<file path="config.mk">
export PLATFORM = sky130hd
export DESIGN_NAME = serial_adder
export DESIGN_NICKNAME = d
export VERILOG_FILES = /design/src/rtl/serial_adder.sv
export SDC_FILE = /design/constraint.sdc
export NUM_CORES = 1
export LEC_CHECK = 0
export ABC_AREA = 1
export CORE_ASPECT_RATIO = 1.5
export CORE_MARGIN = 2
export CORE_UTILIZATION = 55
export CTS_CLUSTER_SIZE = 30
export DETAILED_ROUTE_END_ITERATION = 7
export GPL_TIMING_DRIVEN = 0
export PLACE_DENSITY = 0.95
export SYNTH_ARGS = -nofsm -noshare
export SYNTH_HDL_FRONTEND = slang
export SYNTH_SLANG_ARGS = --single-unit
</file>
<file path="constraint.sdc">
create_clock -name clk -period 3.5 [get_ports clk]
set_input_delay 0.7 -clock clk [delete_from_list [all_inputs] [get_ports clk]]
set_output_delay 0.7 -clock clk [all_outputs]
set_load 0.03 [all_outputs]
</file>
<file path="src/rtl/serial_adder.sv">
// Bit-serial adder: computes a + b + cin LSB-first, one full-adder step per clock,
// then presents the parallel sum and carry-out alongside a one-cycle done pulse.
module serial_adder #(
  parameter int unsigned WIDTH = 8
) (
  input  logic             clk,
  input  logic             rst_n,
  input  logic             start,
  input  logic [WIDTH-1:0] a,
  input  logic [WIDTH-1:0] b,
  input  logic             cin,
  output logic             busy,
  output logic             done,
  output logic [WIDTH-1:0] sum,
  output logic             cout
);

  localparam int unsigned CW = (WIDTH > 1) ? $clog2(WIDTH) : 1;
  localparam logic [CW-1:0] LAST = CW'(WIDTH - 1);

  typedef enum logic [1:0] {IDLE, RUN, DONE} state_e;

  state_e           state_q;
  logic [WIDTH-1:0] a_sh_q, a_sh_d, b_sh_q, sum_q;
  logic [CW-1:0]    cnt_q;
  logic             carry_q, busy_q, done_q, cout_q;
  logic             s_d, c_d;

  always_comb begin
    s_d = a_sh_q[0] ^ b_sh_q[0] ^ carry_q;
    c_d = (a_sh_q[0] & b_sh_q[0]) | (carry_q & (a_sh_q[0] ^ b_sh_q[0]));
  end

  // Sum bits enter at the MSB of the A shift register as its consumed bits leave
  // the LSB end, so after WIDTH steps a_sh holds the complete sum.
  if (WIDTH == 1) begin : g_w1
    assign a_sh_d = s_d;
  end else begin : g_wn
    assign a_sh_d = {s_d, a_sh_q[WIDTH-1:1]};
  end

  always_ff @(posedge clk or negedge rst_n) begin
    if (!rst_n) begin
      state_q <= IDLE;
      a_sh_q  <= '0;
      b_sh_q  <= '0;
      carry_q <= 1'b0;
      cnt_q   <= '0;
      busy_q  <= 1'b0;
      done_q  <= 1'b0;
      sum_q   <= '0;
      cout_q  <= 1'b0;
    end else begin
      case (state_q)
        IDLE: begin
          if (start) begin
            a_sh_q  <= a;
            b_sh_q  <= b;
            carry_q <= cin;
            cnt_q   <= '0;
            busy_q  <= 1'b1;
            state_q <= RUN;
          end
        end
        RUN: begin
          a_sh_q  <= a_sh_d;
          b_sh_q  <= b_sh_q >> 1;
          carry_q <= c_d;
          cnt_q   <= cnt_q + CW'(1);
          if (cnt_q == LAST) begin
            sum_q   <= a_sh_d;
            cout_q  <= c_d;
            done_q  <= 1'b1;
            busy_q  <= 1'b0;
            state_q <= DONE;
          end
        end
        DONE: begin
          done_q  <= 1'b0;
          state_q <= IDLE;
        end
        default: state_q <= IDLE;
      endcase
    end
  end

  assign busy = busy_q;
  assign done = done_q;
  assign sum  = sum_q;
  assign cout = cout_q;

endmodule

</file>
== Word level (Yosys, flattened, before mapping) ==
Cells that the tools add are included.

* Output and inout bits: 11
* Input port bits: 20
* Word-level logic and storage cells: 44
* Register bits after elaboration: 33

* Reductions and logical operators: 8
* Eq/ne operators: 5
* Bitwise gates (word level): 5
* Mux-type cells: 16
* Add/subtract/negate cells: 1

{| class="wikitable"
|+ Operators with widths
! cell !! number
|-
| $pmux 8 s2 || 2
|-
| $mux 8 || 2
|-
| $reduce_and 2->1 || 4
|-
| $pmux 1 s2 || 3
|-
| $pmux 3 s2 || 1
|-
| $mux 1 || 4
|-
| $mux 2 || 2
|-
| $ne 2x2->1 const B || 2
|-
| $pmux 2 s2 || 1
|-
| $reduce_bool 2->1 || 2
|-
| $add 3x1->3 const B || 1
|-
| $eq 3x3->1 const B || 1
|-
| $mux 3 || 1
|-
| $reduce_and 3->1 || 1
|-
| $and 1x1->1 || 2
|-
| $eq 2x1->1 const B || 1
|-
| $eq 2x2->1 const B || 1
|-
| $logic_not 2->1 || 1
|-
| $xor 1x1->1 || 2
|-
| $or 1x1->1 || 1
|}

== Longest topological paths before layout ==
Gate-level depths: netlist (run 1).

* Depth after elaboration: 4
* Mapped depth: 7
* Depth with buffers taken out: 5

== Worst setup path after synthesis (run 1) ==
No wires, ideal clock.

* Path kind: register to register
* Start point: register a_sh_q[0]
* End point: register a_sh_q[7]
* Data required time: 3,383 ps
* Slack: 2,265 ps
* Data arrival time: 1,117 ps
* Buffers on the path: 0
* Stages on the path, launching flop included: 6
* Cells stage by stage: dfrtp_1 -> fa_1 -> inv_1 -> nand3_1 -> nand3_1 -> nand2_1

* Word-level cells in the longest chain between the ends: 3

{| class="wikitable"
|+ RTL lines
! element !! RTL line !! source
|-
| from (decl) || 24 || <nowiki>logic [WIDTH-1:0] a_sh_q, a_sh_d, b_sh_q, sum_q;</nowiki>
|-
| from (signal assigned) || 66 || <nowiki>a_sh_q <= a_sh_d;</nowiki>
|-
| $xor 1x1->1 (2 in a row) || 30 || <nowiki>s_d = a_sh_q[0] ^ b_sh_q[0] ^ carry_q;</nowiki>
|-
| net s_d || 27 || <nowiki>logic s_d, c_d;</nowiki>
|-
| $pmux 8 s2 || 54 || <nowiki>case (state_q)</nowiki>
|}

The timed path passes the listed nets, and every way through them passes these cells.
A chain may end at the register's enable or synchronous reset.

== Worst setup path after layout (run 1) ==
* Start point: register sum_q[3], in the netlist sum[3]
* End point: output sum[3]

{| class="wikitable"
|+ RTL lines
! element !! RTL line !! source
|-
| from (decl) || 24 ||
|-
| from (signal assigned) || 71 || <nowiki>sum_q <= a_sh_d;</nowiki>
|-
| to (decl) || 14 || <nowiki>output logic [WIDTH-1:0] sum,</nowiki>
|}

No word-level cell between the ends.

==> results.cfg, run 1 <==
[run_status]
outcome = finished, final reports clean

[final_layout]
layout-drive-gt1-share_pct = 13.79
area_delta_synth_final_pct = 27.15
antenna_cells = 0
layout_commonest_cell = nand3_1
num-fill-cells = 225
most-common-layout-cells = nand3_1, nand2_1, dfrtp_1
stdcell_area_sq_um = 2086
finalCoreUtilization_pct = 72.35
final_nets = 255
seqCellArea_sq_um = 825.8
multi_input_area_sq_um = 644.4

[timing]
setup_viol = 0
period_share_pct = 57.77
drv_slew = 0
rsz0062_at_grt = no
hold_violations = 0
whs_ps = 453.7
max_freq_ghz = 0.4946
setup-tns-final_ps = 0
fin_skew_ps = 4.777
setup_ws_ps = 1478
tightest_slew_ps = 697.4
maxSlewHeadroom_pct = 53.50
final.min_clock_period_ps = 2022

[global_routing]
grt_max_degree = 34
antenna_found_initial = 0
grt_pass1_wl_um = 6078
grt_pass1_vias = 1470
groute.usage.overall_pct = 23.65
grt-ovfl-total = 0

[critical_path]
path_cells = clkdlybuf4s50_1
critPathTopFamily = buffers and inverters
worst_setup_path_start_kind = flip-flop
crit_required_ps = 2800
worst-path-max-fanout = 2
end_kind = output pin
r2r_setup_slack_ps = 2100
slowest_stage = clkdlybuf4s50_1
r2r_cells = 6
cpPeakStageDelay_ps = 680
crit_type = flip-flop to output pin
arrival_ps = 1320
r2r_end = cout
crit_buf_inv = 1
cp-startpoint = sum[3]
crit-reg2reg-launch = cnt_q[0]

[drt]
drt-pass1-iter-count = 5
drt_wl_total_um = 3403
via_count = 1445
drcViolationCount = 0
first_iter_violations = 37
viasPerCell = 5.332
post_drt_wl_per_cell_um = 12.56
postRouteAntennaNets = 0

[place]
pre_cts_ws_ps = 1486
place_area_sq_um = 1984
gp_congestion = 0.8462
port_buffers = 30
dp_hpwl_um = 2530

[logic_synthesis]
synth.avg_cell_area_sq_um = 8.455
syn_area_sq_um = 1640
synthCells = 194
synth_nets = 218
ys_types = 19
yosysWarnings = 0
synth-seq-cells = 33
synth.yosys.seq_area_share_pct = 50.34

[floorplanning]
core_area_sq_um = 2883
io_pins = 31
die_area_sq_um = 3444
fp.dieW_um = 48.59
dieHeight_um = 70.89
start_util_pct = 56.90
num_rows = 24

[min_path]
hold_class = primary input to async pin

[clock_tree]
htreeDepth = 2
cts_resized = 0
cts_hold_buffers = 0
cts_tree = done
clkSinkCount = 33
cts_buffers = 5
cts.path.max_buffers = 2
cts_root_buf = clkbuf_8
path_clk_slew_ps = 70
cts_setup_buffers = 0
clkLatencyLatePin_ps = 290

[power]
power.density_nw_per_um2 = 913.3
irDropWorstVdd_uv = 519.3
p_leak_nw = 1.092

[job]
cap_viol_max_count = 0
## layout make-up
type	count	area share [%]
timing repair buffer	30	14.16
clock inverter	1	0.2400
tap	39	2.340
clock buffer	7	4.619
buffer	9	2.939
inverter	29	5.219
multi-input combinational	123	30.89
sequential	33	39.59
## worst max-delay path by stage
stage / endpoint / slack, ps / cells after the start
6_report: sum[3] / 1480 / 1
5_1_grt: done / 1430 / 1
4_1_cts: sum[3] / 1470 / 1
3_5_place_dp: b_sh_q[3] / 1490 / 6
3_3_place_gp: a_sh_q[6] / 1130 / 1
2_1_floorplan: a_sh_q[7] / 2270 / 5
## power breakdown
part	internal [mW]	leakage, nW	switching [mW]
clock network	0.177	0.0542	0.135
registers	0.563	0.399	0.0983
logic	0.366	0.639	0.566
## registers in the layout, summed over array words and instances, names as in the netlist
signal	flops
sum	8
carry_q	1
done	1
busy	1
b_sh_q	8
a_sh_q	8
cout	1
cnt_q	3
state_q	2
## cell families after synthesis
family	count (synthesis)	synth area share [%]
AND/OR/NAND/NOR	107	30.28
flip-flops	33	50.34
adder cells (fa/ha/maj)	4	3.509
AO/OA/AOI/OAI	12	5.492
buffers and inverters	38	10.37
## cell usage after synthesis (all sizes together)
master,number,area [sq um]
a21oi,1,5.000
buf,8,57.55
clkbuf,1,3.750
dfrtp,33,825.8
fa,1,20.02
ha,3,37.54
inv,29,108.9
nand2,52,215.2
nand3,50,250.2
nand4,2,12.51
nor2,3,18.77
o21ai,11,85.08
## metal layers
metal	global-route usage, %	vias to the layer above	share of wire [%]	wire length [um]
li1	-	693	-	-
met1	23.15	695	38	1290
met2	42.59	42	53	1803
met3	4.008	15	4.2	142
met4	20.32	0	4.9	167
met5	0	-	0	0
## per-stage QoR
| step | std cells | total power, mW |
|---|---|---|
| after floorplan | 194 | 1.316 |
| after global placement | 263 | 1.558 |
| after detailed placement | 263 | 1.601 |
| after CTS | 271 | 1.919 |
| after global routing | 271 | 2.082 |
| final | 271 | 1.905 |
Power figures use the tool's default switching activity.
==> inputs of run 2 (changes only) <==
Settings changed: CORE_UTILIZATION 55 to 51, PLACE_DENSITY 0.95 to 0.89.
Clock period 3.5 ns to 1.9 ns, I/O delays scaled along.
==> results.cfg, run 2 (synthesis gave the netlist of run 1 again) <==
[run_status]
outcome = finished, final reports clean

[power]
switching_share_pct = 42.04
power.density_nw_per_um2 = 1686
p_clk_share_pct = 16.3
comb_power_share_pct = 49.0
p_switching_mw = 1.480
p_seq_share_pct = 34.6
p_total_mw = 3.520
p_int_mw = 2.040
irDropWorstVdd_uv = 845.3
p_leak_nw = 1.092

[floorplanning]
num_rows = 25
die_area_sq_um = 3695
core_area_sq_um = 3128
io_pins = 31
start_util_pct = 52.44
dieHeight_um = 73.46
fp.dieW_um = 50.31

[timing]
max_freq_ghz = 0.5841
maxSlewHeadroom_pct = 52.31
setup_viol = 0
hold_violations = 0
drv_slew = 0
setup_ws_ps = 188.1
rsz0062_at_grt = no
period_share_pct = 90.10
final.min_clock_period_ps = 1712
whs_ps = 149.2
tightest_slew_ps = 715.3
fin_skew_ps = 7.063

[place]
pre_cts_ws_ps = 230.7
gp_congestion = 0.8314
dp_hpwl_um = 2462
port_buffers = 30
placed_cells = 264

[final_layout]
layout.cells.non_filler = 272
num-fill-cells = 261
finalCoreUtilization_pct = 66.72
most-common-layout-cells = nand3_1, nand2_1, dfrtp_1
final_nets = 255
layout-drive-gt1-share_pct = 13.79
antenna_cells = 0
layout_commonest_cell = nand3_1
area_delta_synth_final_pct = 27.23

[critical_path]
crit_required_ps = 1520
path_cells = clkdlybuf4s50_1
cp-startpoint = cout
slowest_stage = clkdlybuf4s50_1
r2r_setup_slack_ps = 530
end_kind = output pin
worst_setup_path_start_kind = flip-flop
critPathTopFamily = buffers and inverters
worst-path-max-fanout = 2
crit_buf_inv = 1
crit_type = flip-flop to output pin
arrival_ps = 1330
crit-reg2reg-launch = cnt_q[0]
cpPeakStageDelay_ps = 680

[global_routing]
groute.usage.overall_pct = 21.09
grt_pass1_wl_um = 5768
grt_max_degree = 34
grt_pass1_vias = 1329
antenna_found_initial = 0
grt-ovfl-total = 0

[clock_tree]
cts_hold_buffers = 0
cts_setup_buffers = 0
clkSinkCount = 33
cts_resized = 0
cts.path.max_buffers = 2
cts_buffers = 5
cts_root_buf = clkbuf_8
path_clk_slew_ps = 70
clkLatencyLatePin_ps = 290
htreeDepth = 2
cts_tree = done

[drt]
drt_wl_total_um = 3465
viasPerCell = 5.114
first_iter_violations = 37
via_count = 1391
drcViolationCount = 0
post_drt_wl_per_cell_um = 12.74
postRouteAntennaNets = 0
drt-pass1-iter-count = 4

[min_path]
hold_class = primary input to async pin

[job]
cap_viol_max_count = 0
## run 2: path summary, 6_finish.rpt
path / to / depth (start not counted)
setup / recovery: cout / 1
hold / removal: a_sh_q[3] / 1
setup reg to reg: cout / 6
hold reg to reg: busy / 2
max in group asynchronous: state_q[1] / 1
min in group clk: busy / 2
## run 2: layer usage
| layer | vias up | track usage [%] | share of wire (%) |
|---|---|---|---|
| met4 | 0 | 9.910 | 2.2 |
| met2 | 23 | 37.28 | 56 |
| met1 | 668 | 23.40 | 39 |
| met3 | 6 | 5.488 | 3.1 |
| met5 | - | 0 | 0 |
| li1 | 694 | - | - |
## run 2: per-stage QoR
| stage | TNS, ps | instance area (sq um) |
|---|---|---|
| 3_3_place_gp | -6208 | 1991 |
| 6_report | 0 | 2087 |
| 2_1_floorplan | 0 | 1640 |
| 4_1_cts | 0 | 2087 |
| 5_1_grt | 0 | 2087 |
| 3_5_place_dp | 0 | 1986 |
## run 2: power by group through the flow
stage               clock network, mW  registers [mW]  logic [mW]
floorplan                           0            1.39        1.03
detailed placement                  0            1.23        1.72
global placement                    0            1.21        1.66
finish                          0.575            1.22        1.73
CTS                             0.593            1.22        1.74
global route                    0.629            1.25        1.94
## run 2: layout make-up
class | instances | area, sq um | area share, %
sequential | 33 | 825.8 | 39.57
multi-input combinational | 123 | 644.4 | 30.88
inverter | 29 | 108.9 | 5.216
tap | 40 | 50.05 | 2.398
timing repair buffer | 30 | 295.3 | 14.15
clock buffer | 7 | 96.34 | 4.616
clock inverter | 1 | 5.005 | 0.2398
buffer | 9 | 61.31 | 2.938
